--- config.mk ---
export PLATFORM = sky130hd
export DESIGN_NAME = invsqrt_wb_initiator_flat
export DESIGN_NICKNAME = d
export VERILOG_FILES = /design/src/rtl/invsqrt_wb_initiator_if.sv /design/src/rtl/invsqrt_wb_initiator.sv /design/src/flat_wrapper.sv
export SDC_FILE = /design/constraint.sdc
export NUM_CORES = 1
export LEC_CHECK = 0
export CORE_MARGIN = 2
export CORE_UTILIZATION = 44
export CTS_CLUSTER_SIZE = 8
export DETAILED_ROUTE_END_ITERATION = 8
export PLACE_DENSITY_LB_ADDON = 0.08
export SYNTH_ARGS = -nofsm -noshare
export SYNTH_HDL_FRONTEND = slang
export SYNTH_SLANG_ARGS = --single-unit
--- constraint.sdc ---
create_clock -name clk -period 7.4 [get_ports clk]
set_input_delay 1.48 -clock clk [delete_from_list [all_inputs] [get_ports clk]]
set_output_delay 1.48 -clock clk [all_outputs]
set_load 0.05 [all_outputs]
--- src/rtl/invsqrt_wb_initiator_if.sv ---
// Stream and Wishbone signal bundle for the inverse-square-root initiator.
// master: the initiator's view; slave: the environment (upstream, downstream, peripheral).
interface invsqrt_wb_initiator_if;
    logic [15:0] s_data;
    logic        s_valid;
    logic        s_ready;
    logic [15:0] m_data;
    logic        m_valid;
    logic        m_ready;
    logic [31:0] adr_o;
    logic [15:0] dat_o;
    logic [15:0] dat_i;
    logic        we_o;
    logic        stb_o;
    logic        cyc_o;
    logic        ack_i;

    modport master (
        input  s_data, s_valid, m_ready, dat_i, ack_i,
        output s_ready, m_data, m_valid, adr_o, dat_o, we_o, stb_o, cyc_o
    );

    modport slave (
        output s_data, s_valid, m_ready, dat_i, ack_i,
        input  s_ready, m_data, m_valid, adr_o, dat_o, we_o, stb_o, cyc_o
    );
endinterface

--- src/rtl/invsqrt_wb_initiator.sv ---
// Wishbone initiator: takes a Q12.4 operand, writes it to the peripheral,
// waits RESULT_DELAY cycles, reads the result back and hands it downstream.
// Each bus cycle is guarded by a timeout that sets a sticky error flag.
module invsqrt_wb_initiator #(
    parameter logic [31:0] BASE_ADDR    = 32'h0000_0000,
    parameter int unsigned RESULT_DELAY = 8,
    parameter int unsigned TIMEOUT      = 255
) (
    input  logic                          clk,
    input  logic                          rst,
    invsqrt_wb_initiator_if.master        bus,
    output logic                          err_o,
    output logic [15:0]                   done_cnt
);
    localparam logic [7:0] DLY_INIT = 8'(RESULT_DELAY);
    localparam logic [9:0] TO_LAST  = 10'(TIMEOUT - 1);

    typedef enum logic [2:0] {IDLE, WRITE, WAIT, READ, OUTPUT} state_t;

    state_t      state, state_nx;
    logic [7:0]  dly_cnt;
    logic [9:0]  to_cnt;
    logic        in_bus;
    logic        nx_bus;
    logic        ack_seen;
    logic        to_hit;
    logic        accept;

    assign in_bus   = (state == WRITE) || (state == READ);
    assign nx_bus   = (state_nx == WRITE) || (state_nx == READ);
    assign ack_seen = in_bus && bus.cyc_o && bus.ack_i;
    assign to_hit   = in_bus && !ack_seen && (to_cnt == TO_LAST);
    assign accept   = (state == IDLE) && bus.s_valid && bus.s_ready;
    assign bus.adr_o = BASE_ADDR;

    // State register.
    always_ff @(posedge clk or posedge rst) begin
        if (rst) state <= IDLE;
        else     state <= state_nx;
    end

    // Next-state decode; a timeout abandons the operand and returns to IDLE.
    always_comb begin
        state_nx = state;
        case (state)
            IDLE:    if (accept) state_nx = WRITE;
            WRITE:   if (ack_seen) state_nx = WAIT;
                     else if (to_hit) state_nx = IDLE;
            WAIT:    if (dly_cnt == 8'd0) state_nx = READ;
            READ:    if (ack_seen) state_nx = OUTPUT;
                     else if (to_hit) state_nx = IDLE;
            OUTPUT:  if (bus.m_ready) state_nx = IDLE;
            default: state_nx = IDLE;
        endcase
    end

    // Delay and timeout counters; the timeout restarts on each bus-cycle entry.
    always_ff @(posedge clk or posedge rst) begin
        if (rst) begin
            dly_cnt <= '0;
            to_cnt  <= '0;
        end else begin
            if (state != WAIT && state_nx == WAIT)
                dly_cnt <= DLY_INIT;
            else if (state == WAIT && dly_cnt != 8'd0)
                dly_cnt <= dly_cnt - 8'd1;

            if (nx_bus && state_nx != state)
                to_cnt <= '0;
            else if (in_bus && !ack_seen)
                to_cnt <= to_cnt + 10'd1;
        end
    end

    // Registered outputs, decoded from the next state so they align with it.
    always_ff @(posedge clk or posedge rst) begin
        if (rst) begin
            bus.s_ready <= 1'b0;
            bus.cyc_o   <= 1'b0;
            bus.stb_o   <= 1'b0;
            bus.we_o    <= 1'b0;
            bus.m_valid <= 1'b0;
            bus.dat_o   <= '0;
            bus.m_data  <= '0;
            err_o       <= 1'b0;
            done_cnt    <= '0;
        end else begin
            bus.s_ready <= (state_nx == IDLE);
            bus.cyc_o   <= nx_bus;
            bus.stb_o   <= nx_bus;
            bus.we_o    <= (state_nx == WRITE);
            bus.m_valid <= (state_nx == OUTPUT);
            if (accept)
                bus.dat_o <= bus.s_data;
            if (state == READ && ack_seen)
                bus.m_data <= bus.dat_i;
            if (to_hit)
                err_o <= 1'b1;
            if (state == OUTPUT && bus.m_valid && bus.m_ready)
                done_cnt <= done_cnt + 16'd1;
        end
    end
endmodule

--- src/flat_wrapper.sv ---
// flat-port wrapper written by rule: the top's interface ports become plain ports
module invsqrt_wb_initiator_flat 
#(
    parameter logic [31:0] BASE_ADDR    = 32'h0000_0000,
    parameter int unsigned RESULT_DELAY = 8,
    parameter int unsigned TIMEOUT      = 255
)
  (clk, rst, err_o, done_cnt, bus_s_data, bus_s_valid, bus_m_ready, bus_dat_i, bus_ack_i, bus_s_ready, bus_m_data, bus_m_valid, bus_adr_o, bus_dat_o, bus_we_o, bus_stb_o, bus_cyc_o);
  invsqrt_wb_initiator_if bus_i ();
  input  logic clk;
  input  logic rst;
  output logic err_o;
  output logic [15:0] done_cnt;
  input wire logic [$bits(bus_i.s_data)-1:0] bus_s_data;
  input wire logic [$bits(bus_i.s_valid)-1:0] bus_s_valid;
  input wire logic [$bits(bus_i.m_ready)-1:0] bus_m_ready;
  input wire logic [$bits(bus_i.dat_i)-1:0] bus_dat_i;
  input wire logic [$bits(bus_i.ack_i)-1:0] bus_ack_i;
  output wire logic [$bits(bus_i.s_ready)-1:0] bus_s_ready;
  output wire logic [$bits(bus_i.m_data)-1:0] bus_m_data;
  output wire logic [$bits(bus_i.m_valid)-1:0] bus_m_valid;
  output wire logic [$bits(bus_i.adr_o)-1:0] bus_adr_o;
  output wire logic [$bits(bus_i.dat_o)-1:0] bus_dat_o;
  output wire logic [$bits(bus_i.we_o)-1:0] bus_we_o;
  output wire logic [$bits(bus_i.stb_o)-1:0] bus_stb_o;
  output wire logic [$bits(bus_i.cyc_o)-1:0] bus_cyc_o;
  assign bus_i.s_data = bus_s_data;
  assign bus_i.s_valid = bus_s_valid;
  assign bus_i.m_ready = bus_m_ready;
  assign bus_i.dat_i = bus_dat_i;
  assign bus_i.ack_i = bus_ack_i;
  assign bus_s_ready = bus_i.s_ready;
  assign bus_m_data = bus_i.m_data;
  assign bus_m_valid = bus_i.m_valid;
  assign bus_adr_o = bus_i.adr_o;
  assign bus_dat_o = bus_i.dat_o;
  assign bus_we_o = bus_i.we_o;
  assign bus_stb_o = bus_i.stb_o;
  assign bus_cyc_o = bus_i.cyc_o;
  invsqrt_wb_initiator #(.BASE_ADDR(BASE_ADDR), .RESULT_DELAY(RESULT_DELAY), .TIMEOUT(TIMEOUT)) u_core (.clk(clk), .rst(rst), .bus(bus_i), .err_o(err_o), .done_cnt(done_cnt));
endmodule
==> results.tsv, run 1 <==
metric	value	unit
status	finished clean	
cts_root_buf	clkbuf_8	
path_class	in2reg	
ant_nets	0	
cp_max_fo	21	
worst_slack	4.04	ns
grt_usage	17.3	%
clkPwrFrac	18.9	%
required	7.60	ns
tritoncts	yes	
p_leak	0.00206	uW
htree_levels	3	
hold_path.class	reg2reg	
synth-edff-count	0	
max_freq	298	MHz
drt_first_pass_iters	4	
avgViaCountPerCell	4.87	
switchingPower	632	uW
yosysWarningCount	0	
cts_setup_buffers	0	
overflow	0	
ys_types	44	
grt_pass1_vias	2402	
coreArea	7690	um^2
syn_avg_cell_area	11.9	um^2
ios	123	
skew	0.00718	ns
slew_headroom	24.0	%
power.density	339	nW/um^2
rsz0062_at_grt	false	
postCtsHoldBufs	0	
switching_share	41.3	%
post_drt_wl_per_cell	14.3	um
die-width	92.7	um
ys_async_sr_fraction	100	%
cts_buffer_depth	2	
final.period_utilization	45.4	%
setup_tns	0	ns
worstSetupStartpointType	input port	
route.detailed.drc	0	
p_seq_share	38.3	%
dp_cells	477	
drive_gt1_share	14.3	%
grt_pass1_wl	11500	um
cts.sinks	74	
clk_pin_slew_worst_paths	0.07	ns
n_antenna_cell	0	
rrSetupSlack	5.00	ns
fin_crit	3.36	ns
antenna_found_initial	0	
dieArea	8590	um^2
syn_to_final_growth	30.8	%
power.internal	899	uW
grt_start_max_net_pins	75	
drt-total-wl	7070	um
p_comb_share	42.8	%
peakVddDrop	0.264	mV
setup_viol	0	
hold_viol	0	
synthFlopType	dfrtp_1	
fin_nets	427	
port_buffers	90	
hpwlAfterDp	4930	um
netlist_area	3460	um^2
crit_path_end_kind	register	
drtIter0Drc	121	
yosysSeqAreaShare	53.5	%
postCtsResizedCells	0	
insertion_delay	0.34	ns
slew_viol_final	0	
worst_pin_slew	1.14	ns
start_util	45.0	%
cts_buffers	9	
die_y	92.7	um
dpl_worst_slack	3.67	ns
fin_cells	493	
vias	2403	
arrival	3.56	ns
drv_cap	0	
globalplace.congestion	0.730	
ys_ff_latch	74	
synthCells	291	
row_count	32	
[layer usage]
| layer | vias to the layer above | global-route usage, % | routed length [um] | part of all wire [%] |
|---|---|---|---|---|
| met1 | 1168 | 23.4 | 3220 | 46 |
| met3 | 9 | 7.65 | 733 | 10 |
| met2 | 87 | 23.7 | 2980 | 42 |
| met4 | 0 | 8.09 | 127 | 1.8 |
| met5 | - | 0 | 0 | 0 |
| li1 | 1139 | - | - | - |
[final timing paths]
kind                                      start                    to  cells past startpoint
worst min register to register     u_core.err_o          u_core.err_o                      1
min in group asynchronous                   rst   u_core.done_cnt[15]                      3
max in group asynchronous                   rst  u_core.bus.dat_o[10]                      3
worst max-delay path                bus_s_valid      u_core.to_cnt[1]                      4
worst min-delay path               u_core.err_o          u_core.err_o                      1
worst max register to register  u_core.state[0]      u_core.to_cnt[1]                      4
[Yosys cell counts (2+ instances only)]
cell type | instances | share of area, %
a2111oi_0 | 2 | 0.51
a211oi_1 | 2 | 0.43
a21oi_1 | 5 | 0.72
and2_1 | 2 | 0.36
and4_1 | 4 | 1.0
buf_1 | 2 | 0.22
buf_2 | 3 | 0.43
buf_4 | 33 | 7.2
dfrtp_1 | 74 | 54
ha_1 | 4 | 1.4
inv_1 | 7 | 0.76
mux2_2 | 33 | 11
mux2i_1 | 2 | 0.58
nand2_1 | 16 | 1.7
nand2b_1 | 3 | 0.54
nand3_1 | 10 | 1.4
nand4_1 | 7 | 1.3
nor2_1 | 19 | 2.1
nor3_1 | 3 | 0.43
nor3b_1 | 2 | 0.43
nor4_1 | 2 | 0.36
nor4_4 | 2 | 1.2
o211ai_1 | 4 | 0.87
o21bai_1 | 2 | 0.43
o31ai_1 | 2 | 0.43
or3_1 | 3 | 0.54
or4_1 | 3 | 0.65
xnor2_1 | 17 | 4.3
xor2_1 | 8 | 2.0
[power by group through the flow]
stage / clock (uW) / combinational [uW] / sequential, uW
finish: 289 / 656 / 587
global route: 316 / 695 / 603
CTS: 299 / 660 / 588
detailed placement: 0 / 657 / 593
global placement: 0 / 654 / 589
floorplan: 0 / 231 / 823
[layout make-up]
class	count	area (um^2)
Timing Repair Buffer	91	908
Fill cell	651	3160
Clock inverter	2	10.0
Multi-Input combinational cell	203	1430
Clock buffer	14	173
Sequential cell	74	1850
Inverter	7	26.3
Tap cell	102	128
[kinds of logic (layout without fill, tap and decap cells)]
kind of cell | count (synthesis) | count (layout) | synth area share [%]
AO/OA/AOI/OAI | 22 | 22 | 4.56
adder cells (fa/ha/maj) | 4 | 4 | 1.45
XOR/XNOR | 25 | 25 | 6.33
flip-flops | 74 | 74 | 53.5
other | 1 | 32 | 0.108
AND/OR/NAND/NOR | 85 | 85 | 14.1
multiplexers | 35 | 35 | 11.3
buffers and inverters | 45 | 114 | 8.57
[sequential cells by signal, summed over array words and instances (netlist names)]
signal              flops
u_core.to_cnt          10
u_core.bus.we_o         1
u_core.dly_cnt          8
u_core.done_cnt        16
u_core.bus.s_ready      1
u_core.bus.m_valid      1
u_core.bus.m_data      16
u_core.bus.dat_o       16
u_core.err_o            1
u_core.bus.stb_o        1
u_core.state            3
[critical path, cell delays in order]
cell and delay, ns:
clkdlybuf4s50_1 0.45, nand4_1 0.86, nand2_1 0.67, a211oi_1 0.09
[cells in the final DEF, fill, tap and decap left out, types with 3 or more instances in the layout]
cell type and instances:
nor2_1 19, clkdlybuf4s50_1 90, clkbuf_8 12, nand3_1 10
or3_1 3, nor3_1 3, or4_1 3, dfrtp_1 74
a21oi_1 5, inv_1 6, nand2b_1 3, nand2_1 16
nand4_1 7, xnor2_1 17, mux2_2 33, and4_1 4
ha_1 4, conb_1 32, xor2_1 8, o211ai_1 4
[through the flow]
| stage | hold slack (ns) | util (%) | power, uW | instance area, um^2 |
|---|---|---|---|---|
| floorplan | 0.475 | - | 1050 | 3580 |
| global placement | 0.455 | 56.5 | 1240 | 4340 |
| detailed placement | 0.468 | 56.5 | 1250 | 4340 |
| CTS | 0.494 | 58.9 | 1550 | 4520 |
| global route | 0.517 | 58.9 | 1610 | 4520 |
| finish | 0.489 | 58.9 | 1530 | 4520 |
No activity file was read; power rests on OpenSTA's default activity.
==> run 2: changes to the inputs <==
==> constraint.sdc (replaced) <==
create_clock -name clk -period 3.3 [get_ports clk]
set_input_delay 0.66 -clock clk [delete_from_list [all_inputs] [get_ports clk]]
set_output_delay 0.66 -clock clk [all_outputs]
set_load 0.05 [all_outputs]
==> run 2 against run 1 <==
Compared with the run above:
- combinational power up 130%
- critical endpoint is now done_cnt[3]
- via count up 1.5%
- core utilization up 0.24 points
- non-clock buffer count up 3
- sequential cell count unchanged
- largest power group unchanged
- worst setup slack worse by 3.0 ns
- sequential share of layout area down 0.17 points
- global-route usage up 0.34 points
- total power up 130%
- hold slack worse by 0.020 ns
==> results.tsv, run 2 (synthesis results as in run 1) <==
metric	value	unit	change
crit_path_end_kind	output pin		was register
power.density	763	nW/um^2	was 339 nW/um^2
timing.rr.start	u_core.dly_cnt[3]		was u_core.state[0]
peakVddDrop	0.425	mV	was 0.264 mV
die_y	92.7	um	unchanged
max_freq	438	MHz	
ios	123		unchanged
slew_headroom	42.7	%	was 24.0%
die-width	92.7	um	unchanged
drtIter0Drc	108		was 121
syn_to_final_growth	31.3	%	was 30.8%
path_delay_family	buffers and inverters		was simple AND/OR/NAND/NOR gates
grt_pass1_wl	11700	um	was 11500 um
status	finished clean		unchanged
dpl_worst_slack	0.902	ns	was 3.67 ns
drv_cap	0		unchanged
required	2.64	ns	was 7.60 ns
start_util	45.0	%	unchanged
setup_viol	0		unchanged
worst_slack	1.02	ns	was 4.04 ns
insertion_delay	0.34	ns	about the same
cp_num_buf_inv	1		unchanged
crit_path_max_incr_delay	0.84	ns	was 0.86 ns
worstSetupStartpointType	register		was input port
met1_length	3020	um	was 3220 um
avgViaCountPerCell	4.92		was 4.87
route.detailed.drc	0		unchanged
path_cells	clkdlybuf4s50_1		was clkdlybuf4s50_1 > nand4_1 > nand2_1 > a211oi_1
globalplace.congestion	0.812		was 0.730
met2_length	3100	um	was 2980 um
hold_path.startpoint	u_core.err_o		unchanged
worst_pin_slew	0.858	ns	was 1.14 ns
layout_common_cells	90 x clkdlybuf4s50_1, 74 x dfrtp_1, 33 x mux2_2, 32 x conb_1, 19 x nor2_1		unchanged
fillCellCount	644		was 651
row_count	32		unchanged
port_buffers	90		unchanged
highest_layer	met4		unchanged
grt_start_max_net_pins	44		was 75
n_antenna_cell	0		unchanged
hpwlAfterDp	5030	um	was 4930 um
p_leak	0.00207	uW	was 0.00206 uW
fin_hold_ws	0.469	ns	was 0.489 ns
drive_gt1_share	14.5	%	was 14.3%
cts_buffers	9		unchanged
drt-total-wl	7070	um	unchanged
htree_levels	3		unchanged
cts_setup_buffers	0		unchanged
setup_tns	0	ns	unchanged
path_class	reg2out		was in2reg
postCtsResizedCells	0		unchanged
final_util	59.1	%	was 58.9%
hold_path.class	reg2reg		unchanged
dieArea	8590	um^2	unchanged
cp_max_fo	5		was 21
arrival	1.62	ns	was 3.56 ns
ant_nets	0		unchanged
final.period_utilization	69.2	%	
power	3470	uW	was 1530 uW
postCtsHoldBufs	0		unchanged
clk_pin_slew_worst_paths	0.08	ns	was 0.07 ns
rrSetupSlack	1.27	ns	was 5.00 ns
slew_viol_final	0		unchanged
post_drt_wl_per_cell	14.2	um	was 14.3 um
skew	0.0133	ns	was 0.00718 ns
cts_root_buf	clkbuf_8		unchanged
hold_viol	0		unchanged
fin_crit	2.28	ns	
drt_first_pass_iters	4		unchanged
coreArea	7690	um^2	unchanged
grt_usage	17.6	%	was 17.3%
grt_pass1_vias	2418		was 2402
route.met3.wl	857	um	was 733 um
cts.sinks	74		unchanged
top_regs	u_core.bus.dat_o: 16 flops, u_core.bus.m_data: 16 flops, u_core.done_cnt: 16 flops		unchanged
vias	2439		was 2403
setup.worst_path.start	u_core.done_cnt[3]		was bus_s_valid
layout_commonest_cell	clkdlybuf4s50_1		unchanged
overflow	0		unchanged
rsz0062_at_grt	false		unchanged
slowest_stage	clkdlybuf4s50_1		was nand4_1
fin_nets	430		was 427
cts_buffer_depth	2		unchanged
tritoncts	yes		unchanged
antenna_found_initial	0		unchanged
-- run 2: cell types whose count changed in the layout (fill, tap and decap cells not counted), sizes merged --
cell / delta
buf: +3
bufinv: +1
clkbuf: -1
-- run 2: power breakdown --
group / total [uW] / switching [uW] / leakage, uW / internal [uW]
logic: 1480 / 937 / 0.00101 / 542
clock network: 664 / 315 / 0.0000914 / 349
registers: 1320 / 180 / 0.000967 / 1140
-- run 2: layout make-up --
class | instances | area (um^2) | share of cell area [%]
timing repair buffer | 94 | 931 | 20.5
multi-input combinational | 203 | 1430 | 31.4
tap | 102 | 128 | 2.81
sequential | 74 | 1850 | 40.8
clock buffer | 13 | 139 | 3.06
inverter | 7 | 26.3 | 0.578
clock inverter | 3 | 40.0 | 0.881
-- run 2: path summary, 6_finish.rpt --
| check | cells after the start | end |
|---|---|---|
| max in group asynchronous | 3 | u_core.done_cnt[13] |
| min in group asynchronous | 2 | u_core.bus.m_data[0] |
| setup reg to reg | 4 | u_core.to_cnt[1] |
| hold reg to reg | 1 | u_core.err_o |
| hold / removal | 1 | u_core.err_o |
| setup / recovery | 1 | done_cnt[3] |
-- run 2: routing by layer --
layer	track usage [%]	vias up
li1	-	1143
met1	22.6	1177
met2	25.0	112
met3	10.5	7
met4	5.39	0
met5	0	-
-- run 2: per-stage QoR --
step,std cells,instance area [um^2]
2_1_floorplan,322,3580
3_3_place_gp,480,4360
3_5_place_dp,480,4360
4_1_cts,496,4540
5_1_grt,496,4540
6_report,496,4540
